**src/rtl/evm_pkg.sv**
```systemverilog
// Shared definitions for the ballot-unit and result display stages:
// state encoding, {s1,s2} mode codes, candidate count and default saturation.
package evm_pkg;

    typedef enum logic [1:0] {
        IDLE,
        ARMED,
        BEEP,
        LOCK
    } state_t;

    localparam logic [1:0] MODE_VOTE   = 2'b10;
    localparam logic [1:0] MODE_RESULT = 2'b01;
    localparam logic [1:0] MODE_CLEAR  = 2'b11;

    localparam int unsigned NUM_CAND          = 4;
    localparam int unsigned COUNT_W           = 4;
    localparam int unsigned MAX_COUNT_DEFAULT = 9;

    function automatic logic is_one_hot(input logic [NUM_CAND-1:0] v);
        int unsigned n;
        n = 0;
        for (int unsigned i = 0; i < NUM_CAND; i++) begin
            if (v[i]) n++;
        end
        return (n == 1);
    endfunction

endpackage

```
**src/rtl/btn_debounce.sv**
```systemverilog
// Two-flop synchronizer followed by a stable-level filter: the output follows
// the synchronized input only after it has differed for DEB_CYCLES cycles.
module btn_debounce #(
    parameter int unsigned DEB_CYCLES = 4
) (
    input  logic clk,
    input  logic rst,
    input  logic raw,
    output logic level
);

    localparam int unsigned CW = (DEB_CYCLES > 1) ? $clog2(DEB_CYCLES) : 1;

    logic          sync1;
    logic          sync2;
    logic [CW-1:0] cnt;

    always_ff @(posedge clk) begin
        if (rst) begin
            sync1 <= 1'b0;
            sync2 <= 1'b0;
            level <= 1'b0;
            cnt   <= '0;
        end else begin
            sync1 <= raw;
            sync2 <= sync1;
            // Any cycle where the levels agree restarts the stability window.
            if (sync2 != level) begin
                if (cnt == CW'(DEB_CYCLES - 1)) begin
                    level <= sync2;
                    cnt   <= '0;
                end else begin
                    cnt <= cnt + 1'b1;
                end
            end else begin
                cnt <= '0;
            end
        end
    end

endmodule

```
**src/rtl/vote_recorder.sv**
```systemverilog
// Ballot unit: conditions the candidate buttons and ballot release, runs the
// one-vote-per-release FSM and keeps four saturating per-candidate counts.
module vote_recorder #(
    parameter int unsigned DEB_CYCLES  = 4,
    parameter int unsigned BEEP_CYCLES = 8,
    parameter int unsigned MAX_COUNT   = evm_pkg::MAX_COUNT_DEFAULT
) (
    input  logic       c0,
    input  logic       rst,
    input  logic       s1,
    input  logic       s2,
    input  logic       ballot,
    input  logic [3:0] btn,
    output logic [3:0] res1,
    output logic [3:0] res2,
    output logic [3:0] res3,
    output logic [3:0] res4,
    output logic       ready,
    output logic       beep,
    output logic       sat
);

    import evm_pkg::*;

    localparam int unsigned BW = (BEEP_CYCLES > 1) ? $clog2(BEEP_CYCLES) : 1;

    logic [NUM_CAND-1:0] btn_db;
    logic                bal_s1;
    logic                bal_s2;
    logic                bal_prev;
    logic                bal_rise;
    logic [1:0]          mode;
    state_t              state;
    state_t              state_nx;
    logic [BW-1:0]       beep_cnt;
    logic                cast;
    logic                clear;
    logic [COUNT_W-1:0]  count [NUM_CAND];

    for (genvar i = 0; i < NUM_CAND; i++) begin : g_deb
        btn_debounce #(.DEB_CYCLES(DEB_CYCLES)) u_deb (
            .clk   (c0),
            .rst   (rst),
            .raw   (btn[i]),
            .level (btn_db[i])
        );
    end

    always_ff @(posedge c0) begin
        if (rst) begin
            bal_s1   <= 1'b0;
            bal_s2   <= 1'b0;
            bal_prev <= 1'b0;
        end else begin
            bal_s1   <= ballot;
            bal_s2   <= bal_s1;
            bal_prev <= bal_s2;
        end
    end

    assign bal_rise = bal_s2 & ~bal_prev;
    assign mode     = {s1, s2};

    always_comb begin
        state_nx = state;
        cast     = 1'b0;
        clear    = 1'b0;
        case (state)
            IDLE: begin
                if (mode == MODE_CLEAR) begin
                    clear = 1'b1;
                end else if (mode == MODE_VOTE && bal_rise && btn_db == '0) begin
                    state_nx = ARMED;
                end
            end
            ARMED: begin
                if (mode != MODE_VOTE) begin
                    state_nx = IDLE;
                end else if (is_one_hot(btn_db)) begin
                    cast     = 1'b1;
                    state_nx = BEEP;
                end
            end
            BEEP: begin
                if (beep_cnt == BW'(BEEP_CYCLES - 1)) state_nx = LOCK;
            end
            LOCK: begin
                if (btn_db == '0) state_nx = IDLE;
            end
            default: state_nx = IDLE;
        endcase
    end

    // ready/beep are decoded from the next state so they register alongside it.
    always_ff @(posedge c0) begin
        if (rst) begin
            state    <= IDLE;
            beep_cnt <= '0;
            ready    <= 1'b0;
            beep     <= 1'b0;
        end else begin
            state    <= state_nx;
            beep_cnt <= (state == BEEP && state_nx == BEEP) ? beep_cnt + 1'b1 : '0;
            ready    <= (state_nx == ARMED);
            beep     <= (state_nx == BEEP);
        end
    end

    always_ff @(posedge c0) begin
        if (rst || clear) begin
            for (int unsigned i = 0; i < NUM_CAND; i++) count[i] <= '0;
            sat <= 1'b0;
        end else if (cast) begin
            for (int unsigned i = 0; i < NUM_CAND; i++) begin
                if (btn_db[i]) begin
                    if (count[i] >= COUNT_W'(MAX_COUNT)) sat <= 1'b1;
                    else count[i] <= count[i] + 1'b1;
                end
            end
        end
    end

    assign res1 = count[0];
    assign res2 = count[1];
    assign res3 = count[2];
    assign res4 = count[3];

endmodule

```
**config.mk**
```make
export PLATFORM = sky130hd
export DESIGN_NAME = vote_recorder
export DESIGN_NICKNAME = d
export VERILOG_FILES = /design/src/rtl/evm_pkg.sv /design/src/rtl/btn_debounce.sv /design/src/rtl/vote_recorder.sv
export SDC_FILE = /design/constraint.sdc
export NUM_CORES = 1
export LEC_CHECK = 0
export CAP_MARGIN = 20
export CORE_AREA = 5 5 83 78
export CTS_CLUSTER_DIAMETER = 100
export CTS_CLUSTER_SIZE = 28
export DETAILED_ROUTE_END_ITERATION = 8
export DIE_AREA = 0 0 88 83
export HOLD_SLACK_MARGIN = 0.12
export PLACE_DENSITY = 0.75
export SLEW_MARGIN = 20
export SYNTH_ARGS = -nofsm -noshare
export SYNTH_HDL_FRONTEND = slang
export SYNTH_HIERARCHICAL = 1
export SYNTH_SLANG_ARGS = --single-unit
```
**constraint.sdc**
```tcl
create_clock -name c0 -period 2.63 [get_ports c0]
set_clock_uncertainty 0.1 [all_clocks]
set_input_delay 0.3945 -clock c0 [delete_from_list [all_inputs] [get_ports c0]]
set_output_delay 0.3945 -clock c0 [all_outputs]
set_load 0.02 [all_outputs]
```
==> results of run 1 <==
-- cells in the mapped netlist (all sizes together), types with 3 or more instances --
master   n
a21oi    4
a31oi    3
and2     4
clkbuf   3
dfxtp   31
edfxtp  16
ha      21
inv     16
mux2i    5
nand2    6
nand3    9
nand4   10
nor2    26
nor2b   12
nor4     4
nor4b    4
or3b     4
xnor2    9
xor2     5
-- report_power, final --
part / switching (mW) / total, mW / internal (mW)
Clock: 0.227 / 0.506 / 0.278
Combinational: 0.0552 / 0.109 / 0.0541
Sequential: 0.0193 / 0.791 / 0.772
Total: 0.302 / 1.41 / 1.10
-- per-layer routing --
layer  up-vias  part of all wire [%]  GRT usage [%]
li1        792                     -              -
met1       711                    47           14.9
met2        52                    45           17.1
met3         7                   7.0           2.67
met4         0                   1.6           3.77
met5         -                     0              0
-- state kept, by name, summed over array words and instances (netlist names) --
| register | flops |
|---|---|
| bal_prev | 1 |
| bal_s1 | 1 |
| bal_s2 | 1 |
| beep | 1 |
| beep_cnt | 3 |
| count | 16 |
| g_deb.u_deb/cnt | 8 |
| g_deb.u_deb/level | 4 |
| g_deb.u_deb/sync1 | 4 |
| g_deb.u_deb/sync2 | 4 |
| ready | 1 |
| sat | 1 |
| state | 2 |
-- stage by stage --
stage               total power, mW  area, um^2  std cells
floorplan                     0.863        2240        208
global placement              0.917        2600        305
detailed placement            0.920        2600        305
CTS                            1.42        2710        313
global route                   1.47        2740        314
finish                         1.41        2740        314
-- kinds of logic (layout without fill, tap and decap cells) --
family                   Yosys count  after routing  share of synthesized area (%)
AND/OR/NAND/NOR                   86             86                           22.5
flip-flops                        47             47                           49.2
adder cells (fa/ha/maj)           21             21                           11.7
buffers and inverters             21             56                           4.19
XOR/XNOR                          14             14                           5.48
AO/OA/AOI/OAI                     13             13                           3.69
multiplexers                       6              7                           3.24
-- path summary, 6_finish.rpt --
check,start,to,slack (ns)
worst max-delay path,g_deb[0].u_deb/level,count[2][2],0.11
worst min-delay path,g_deb[1].u_deb/cnt[0],g_deb[1].u_deb/cnt[0],0.34
worst max register to register,g_deb[0].u_deb/level,count[2][2],0.11
worst min register to register,g_deb[1].u_deb/cnt[0],g_deb[1].u_deb/cnt[0],0.34
-- timing repair --
action | CTS | global route
hold buffers | 0 | 0
gates resized for setup | 0 | 2
endpoints found under the setup margin | 0 | 32
-- layout make-up --
class,count,area [um^2],share of cell area (%)
Clock buffer,5,68.8,2.51
Clock inverter,3,38.8,1.41
Inverter,16,60.1,2.19
Multi-Input combinational cell,141,1080,39.4
Sequential cell,47,1100,40.1
Tap cell,70,87.6,3.19
Timing Repair Buffer,32,308,11.2
==> results.sh, run 1 <==
export IMPL_outcome="finished clean"
export IMPL_p_leak_nw=1.08
export IMPL_wire_per_inst_um=12.3
export IMPL_htreeDepth=2
export IMPL_clkTransAtPathRegs_ns=0.08
export IMPL_arrival_ns=2.43
export IMPL_min_delay_path_depth=1
export IMPL_routed_wl_mm=3.85
export IMPL_cts_tree="built"
export IMPL_power_density_nw_per_um2=512
export IMPL_fin_util_pct=49.9
export IMPL_path_depth=8
export IMPL_hold_viol_final=0
export IMPL_relSlewSlack_pct=65.1
export IMPL_avgSynthCellArea_um2=10.8
export IMPL_crit_chain="inv_1, ha_2, xor2_1, ha_1, nor2_1, mux4_1, nand4_1, nand2_1"
export IMPL_drc=0
export IMPL_track_usage_pct=11.0
export IMPL_ys_seq_elements=47
export IMPL_hold_path_class="flip-flop to flip-flop"
export IMPL_cp_top_family="adder cells"
export IMPL_fill_cells=522
export IMPL_yosysSeqAreaShare_pct=49.2
export IMPL_synth_distinct_cells=32
export IMPL_crit_buf_inv=1
export IMPL_max_slew_worst_pin_slew_ns=0.521
export IMPL_cts_path_max_buffers=2
export IMPL_synth_nets=238
export IMPL_first_pass_iters=4
export IMPL_yosysWarnings=6
export IMPL_antenna_left=0
export IMPL_dp_slack_ns=0.110
export IMPL_post_cts_setup_buffers=0
export IMPL_grt_max_degree=28
export IMPL_clkSinkCount=47
export IMPL_detail_route_vias_per_cell=4.97
export IMPL_layout_commonest_cell="dfxtp_1"
export IMPL_slowest_delay_ns=0.62
export IMPL_grt_first_pass_wirelength_mm=6.49
export IMPL_fp_row_count=26
export IMPL_fin_crit_sh_pct=95.7
export IMPL_fp_dieArea_um2=7300
export IMPL_hpwl_mm=2.82
export IMPL_synthCells=208
export IMPL_finalMaxSlewViolations=0
export IMPL_cp_slowest_cell="mux4_1"
export IMPL_area_delta_synth_final_pct=22.6
export IMPL_fmax_mhz=397
export IMPL_holdWs_ns=0.336
export IMPL_required_ns=2.54
export IMPL_start_util_pct=40.7
export IMPL_rsz0062_at_grt="no"
export IMPL_criticalPathCategory="flip-flop to flip-flop"
export IMPL_setup_viol=0
export IMPL_num_vias=1562
export IMPL_yosysTopAreaCellShare_pct=27.7
export IMPL_final_nets=273
export IMPL_clock_latency_ns=0.29
export IMPL_crit_path_max_fanout=5
export IMPL_drive_gt1_share_pct=8.61
export IMPL_grt_pass1_vias=1478
export IMPL_drv_cap=0
export IMPL_worst_r2r_cell_count=8
export IMPL_ys_top_cells_by_area="dfxtp_1 28%, edfxtp_1 21%, ha_1 12%"
export IMPL_core_um2=5500
export IMPL_antenna_cells=0
export IMPL_boundaryPins=28
export IMPL_synth_top_cell_by_area="dfxtp_1"
export IMPL_fp_dieH_um=83
export IMPL_end_kind="flip-flop"
export IMPL_synth_main_ff_cell="dfxtp_1"
export IMPL_die_x_um=88
export IMPL_finalWorstSetupSlack_ns=0.114
export IMPL_drtIter0Drc=77
export IMPL_synth_edf_count=16
export IMPL_cts_made_buffers=5
export IMPL_startpoint_type="flip-flop"
export IMPL_finalCriticalPeriod_ns=2.52
export IMPL_antenna_found_initial=0
export IMPL_vdd_ir_drop_worst_uv=282
export IMPL_io_buffers=27
export IMPL_mostFrequentLayoutCells="31 x dfxtp_1, 27 x clkdlybuf4s50_1, 26 x nor2_1"
export IMPL_fin_setup_tns_ns=0
export IMPL_cts_root_buf="clkbuf_8"
export IMPL_globalRouteOverflowTotal=0
export IMPL_async_flop_share_pct=0
export IMPL_syn_cell_area_um2=2240
export IMPL_place_gp_congestion=0.782
No activity file was read; power rests on OpenSTA's default activity.
==> run 2: changes to the inputs <==
- PLACE_DENSITY: 0.75 -> 0.73
- clock period: 2.63 -> 3.26 ns (I/O delays scaled with it)
==> run 2 against run 1 <==
- non-clock buffer count down 2
- clock power shrank 19%
- total power fell by 19%
- global-route usage grew 0.44 points
- hold slack lost 0.0031 ns
- die area unchanged
- clock-buffer cell count stayed put
- utilization fell by 0.93 points
- register-to-register slack improved by 0.52 ns
- cell area fell by 1.9%
- sequential power down 19%
- via count shrank 2.6%
==> results.sh, run 2 (synthesis results as in run 1) <==
export IMPL_core_um2=5500
export IMPL_criticalPathCategory="flip-flop to flip-flop"
export IMPL_hold_viol_final=0
export IMPL_antenna_left=0
export IMPL_power_density_nw_per_um2=421
export IMPL_clock_latency_ns=0.30
export IMPL_postCtsHoldBufs=0
export IMPL_fin_setup_tns_ns=0
export IMPL_start_util_pct=40.7
export IMPL_fmax_mhz=381
export IMPL_outcome="finished clean"
export IMPL_drive_gt1_share_pct=7.05
export IMPL_io_buffers=27
export IMPL_cts_made_buffers=5
export IMPL_die_x_um=88
export IMPL_worst_r2r_cell_count=8
export IMPL_fill_cells=529
export IMPL_cts_root_buf="clkbuf_8"
export IMPL_num_vias=1521
export IMPL_largest_registers="count: 16 flops, g_deb.u_deb/cnt: 8 flops"
export IMPL_largest_register="count"
export IMPL_grt_first_pass_wirelength_mm=6.59
export IMPL_mostFrequentLayoutCells="31 x dfxtp_1, 27 x clkdlybuf4s50_1, 26 x nor2_1"
export IMPL_track_usage_pct=11.4
export IMPL_final_nets=270
export IMPL_hpwl_mm=2.79
export IMPL_setup_viol=0
export IMPL_grt_max_degree=31
export IMPL_relSlewSlack_pct=62.2
export IMPL_fin_util_pct=49.0
export IMPL_holdWs_ns=0.333
export IMPL_cts_tree="built"
export IMPL_placed_cell_area_um2=2580
export IMPL_timing_rr_end="count[3][3]"
export IMPL_multi_input_area_um2=1040
export IMPL_hold_path_class="flip-flop to flip-flop"
export IMPL_drtIter0Drc=115
export IMPL_antenna_cells=0
export IMPL_largest_reg_flops=16
export IMPL_startpoint_type="flip-flop"
export IMPL_crit_path_max_fanout=11
export IMPL_min_delay_path_depth=1
export IMPL_grt_pass1_vias=1414
export IMPL_max_slew_worst_pin_slew_ns=0.564
export IMPL_htreeDepth=2
export IMPL_rsz0062_at_grt="no"
export IMPL_finalMaxSlewViolations=0
export IMPL_first_pass_iters=4
export IMPL_fp_row_count=26
export IMPL_p_leak_nw=1.05
export IMPL_place_gp_congestion=0.803
export IMPL_design_area_um2=2690
export IMPL_r2r_slack_ns=0.64
export IMPL_clkTransAtPathRegs_ns=0.08
export IMPL_min_to="g_deb[3].u_deb/cnt[0]"
export IMPL_routed_wl_mm=3.76
export IMPL_antenna_found_initial=0
export IMPL_fp_dieArea_um2=7300
export IMPL_fin_crit_sh_pct=80.4
export IMPL_finalCriticalPeriod_ns=2.62
export IMPL_drc=0
export IMPL_globalRouteOverflowTotal=0
export IMPL_cts_path_max_buffers=2
export IMPL_fp_dieH_um=83
export IMPL_wire_per_inst_um=12.1
export IMPL_arrival_ns=2.53
export IMPL_reg2reg_from="g_deb[0].u_deb/level"
export IMPL_drv_cap=0
export IMPL_area_delta_synth_final_pct=20.3
export IMPL_end_kind="flip-flop"
export IMPL_layout_commonest_cell="dfxtp_1"
export IMPL_required_ns=3.17
export IMPL_post_cts_setup_buffers=0
export IMPL_post_cts_resized=0
export IMPL_detail_route_vias_per_cell=4.89
export IMPL_vdd_ir_drop_worst_uv=161
export IMPL_regArea_um2=1100
export IMPL_boundaryPins=28
export IMPL_hold_start="g_deb[3].u_deb/cnt[0]"
export IMPL_clkSinkCount=47
run 2: layout make-up:
cell class              instances  area share (%)
inverters                      16            2.23
flip-flops and latches         47            40.9
multi-input cells             140            38.8
clock inverters                 3            1.44
well taps                      70            3.25
repair buffers                 30            10.9
clock buffers                   5            2.56
run 2: where the power goes:
part	internal, mW	switching (mW)
clock network	0.224	0.183
logic	0.0438	0.0445
registers	0.623	0.0160
total	0.891	0.244
run 2: worst max-delay path by stage:
stage | to | startpoint | slack (ns)
after floorplan | count[0][0] | g_deb[0].u_deb/level | 0.82
after global placement | count[2][0] | g_deb[0].u_deb/level | 0.70
after detailed placement | count[3][2] | g_deb[0].u_deb/level | 0.64
after CTS | count[3][2] | g_deb[0].u_deb/level | 0.63
after global routing | count[3][3] | g_deb[0].u_deb/level | 0.45
final | count[3][3] | g_deb[0].u_deb/level | 0.64
run 2: metal layers:
metal	share of wire, %	GRT usage (%)	vias up
met4	2.6	5.86	0
met3	5.2	3.37	9
li1	-	-	780
met1	49	15.7	703
met2	43	16.1	29
met5	0	0	-
run 2: metrics by stage:
step	power [mW]	cells	setup WS [ns]
after global routing	1.19	311	0.454
after detailed placement	0.742	303	0.636
after global placement	0.740	303	0.697
final	1.13	311	0.638
after CTS	1.15	311	0.627
after floorplan	0.696	208	0.820
run 2: critical path: stages, from the launching register on:
cell and delay [ns]:
dfxtp_1 0.41, inv_1 0.10, ha_1 0.35, xor2_1 0.18
ha_1 0.32, nor2_1 0.04, mux4_2 0.60, nand4_1 0.12
nand2_1 0.13
==> run 3: changes to the inputs <==
- PLACE_DENSITY: 0.73 -> 0.75
- clock period: 3.26 -> 2.2 ns (I/O delays scaled with it)
==> run 3 against run 2 <==
- cell count grew 2.9%
- sequential cell count unchanged
- fmax is 14% higher
- setup slack got worse by 0.74 ns
- combinational power grew 54%
- sequential share of layout area decreased by 1.4 points
- clock-buffer cell count up 1
- the flow now finishes with violations (negative setup slack)
- non-clock buffer count increased by 8
- utilization rose by 1.8 points
- via count grew 3.4%
==> results.sh, run 3 (synthesis results as in run 1) <==
export IMPL_grt_first_pass_wirelength_mm=6.84
export IMPL_end_kind="flip-flop"
export IMPL_rsz0062_at_grt="yes"
export IMPL_crit_path_max_fanout=6
export IMPL_path_depth=8
export IMPL_wire_per_inst_um=11.8
export IMPL_required_ns=2.12
export IMPL_fp_dieH_um=83
export IMPL_core_um2=5500
export IMPL_io_buffers=27
export IMPL_regArea_um2=1100
export IMPL_p_leak_nw=1.10
export IMPL_cp_slowest_cell="mux4_2"
export IMPL_final_nets=279
export IMPL_cp_top_family="multiplexers"
export IMPL_hold_start="g_deb[2].u_deb/cnt[0]"
export IMPL_num_vias=1573
export IMPL_clkTransAtPathRegs_ns=0.08
export IMPL_largest_registers="count: 16 flops, g_deb.u_deb/cnt: 8 flops"
export IMPL_cts_made_buffers=5
export IMPL_die_x_um=88
export IMPL_cts_root_buf="clkbuf_8"
export IMPL_criticalPathCategory="flip-flop to flip-flop"
export IMPL_clkSinkCount=47
export IMPL_place_gp_congestion=0.817
export IMPL_area_delta_synth_final_pct=24.7
export IMPL_detail_route_vias_per_cell=4.92
export IMPL_largest_register="count"
export IMPL_globalRouteOverflowTotal=0
export IMPL_fill_cells=498
export IMPL_fp_row_count=26
export IMPL_final_cells=320
export IMPL_finalWorstSetupSlack_ns=-0.100
export IMPL_relSlewSlack_pct=55.7
export IMPL_postCtsHoldBufs=0
export IMPL_timing_rr_end="count[3][2]"
export IMPL_min_to="g_deb[2].u_deb/cnt[0]"
export IMPL_vdd_ir_drop_worst_uv=294
export IMPL_worst_r2r_cell_count=8
export IMPL_mostFrequentLayoutCells="29 x dfxtp_1, 27 x clkdlybuf4s50_1, 26 x nor2_1"
export IMPL_crit_buf_inv=1
export IMPL_max_slew_worst_pin_slew_ns=0.662
export IMPL_r2r_slack_ns=-0.10
export IMPL_finalMaxSlewViolations=0
export IMPL_grt_pass1_vias=1548
export IMPL_holdWs_ns=0.328
export IMPL_clock_latency_ns=0.29
export IMPL_layout_commonest_cell="dfxtp_1"
export IMPL_finalCriticalPeriod_ns=2.30
export IMPL_arrival_ns=2.22
export IMPL_fin_crit_sh_pct=105
export IMPL_fmax_mhz=435
export IMPL_crit_chain="inv_2, ha_4, xor2_1, ha_1, nor2b_1, mux4_2, nand4_1, nand2_2"
export IMPL_drv_cap=0
export IMPL_htreeDepth=2
export IMPL_reg2reg_from="g_deb[1].u_deb/level"
export IMPL_violations="negative setup slack"
export IMPL_power_density_nw_per_um2=558
export IMPL_drtIter0Drc=89
export IMPL_hold_viol_final=0
export IMPL_drc=0
export IMPL_hold_path_class="flip-flop to flip-flop"
export IMPL_hpwl_mm=2.88
export IMPL_fp_dieArea_um2=7300
export IMPL_cts_tree="built"
export IMPL_routed_wl_mm=3.77
export IMPL_outcome="finished, violations left"
export IMPL_antenna_found_initial=0
export IMPL_finalPower_mw=1.56
export IMPL_multi_input_area_um2=1110
export IMPL_grt_max_degree=28
export IMPL_first_pass_iters=4
export IMPL_antenna_cells=0
export IMPL_start_util_pct=40.7
export IMPL_drive_gt1_share_pct=14.8
export IMPL_min_delay_path_depth=1
export IMPL_slowest_delay_ns=0.55
export IMPL_cts_path_max_buffers=2
export IMPL_antenna_left=0
export IMPL_largest_reg_flops=16
export IMPL_setup_viol=35
export IMPL_placed_cells=310
export IMPL_track_usage_pct=11.6
export IMPL_boundaryPins=28
export IMPL_startpoint_type="flip-flop"
run 3: final cells by class:
class                   count  share of cell area [%]
clock buffers               6                    2.60
flip-flops and latches     47                    39.5
multi-input cells         141                    39.6
clock inverters             2                   0.314
inverters                  16                    2.15
well taps                  70                    3.14
repair buffers             38                    12.6
run 3: repair_timing:
| action | 4_1_cts | 5_1_grt |
|---|---|---|
| pin swaps | 0 | 5 |
| setup buffers | 1 | 0 |
| setup endpoints to repair | 35 | 37 |
| gates cloned | 1 | 0 |
| gates resized for setup | 2 | 2 |
run 3: how the worst max path moves through the flow:
stage	from	endpoint	slack [ns]
finish	g_deb[1].u_deb/level	count[3][2]	-0.10
detailed placement	g_deb[1].u_deb/level	count[2][0]	-0.13
global route	g_deb[1].u_deb/level	count[1][3]	-0.23
floorplan	g_deb[1].u_deb/level	count[0][0]	-0.06
CTS	g_deb[1].u_deb/level	count[2][0]	-0.1
global placement	g_deb[1].u_deb/level	count[0][0]	-0.08
run 3: where the power goes:
part | internal [mW] | switching [mW] | leakage [nW]
logic | 0.0670 | 0.0686 | 0.628
registers | 0.923 | 0.0225 | 0.424
clock network | 0.218 | 0.259 | 0.0426
run 3: worst register-to-register path, delay by kind of cell, from the launching register on:
kind | cells | cell delay, ns
flops | 1 | 0.36
mux | 1 | 0.55
buf+inv | 1 | 0.06
xor+xnor | 1 | 0.14
fa+ha+maj | 2 | 0.53
simple gates | 3 | 0.28
run 3: metrics by stage:
| step | worst slack [ns] | setup TNS [ns] | instance area (um^2) | utilization [%] |
|---|---|---|---|---|
| floorplan | -0.0581 | -1.52 | 2260 | - |
| global placement | -0.0828 | -2.35 | 2660 | 48.4 |
| detailed placement | -0.127 | -3.83 | 2660 | 48.4 |
| CTS | -0.0962 | -2.72 | 2780 | 50.6 |
| global route | -0.229 | -6.88 | 2790 | 50.8 |
| finish | -0.100 | -2.85 | 2790 | 50.8 |
run 3: per-layer routing:
layer / vias up / global-route usage, % / part of all wire [%]
li1: 805 / - / -
met1: 724 / 15.8 / 48
met2: 37 / 17.7 / 45
met3: 7 / 3.47 / 5.7
met4: 0 / 3.35 / 1.3
met5: - / 0 / 0
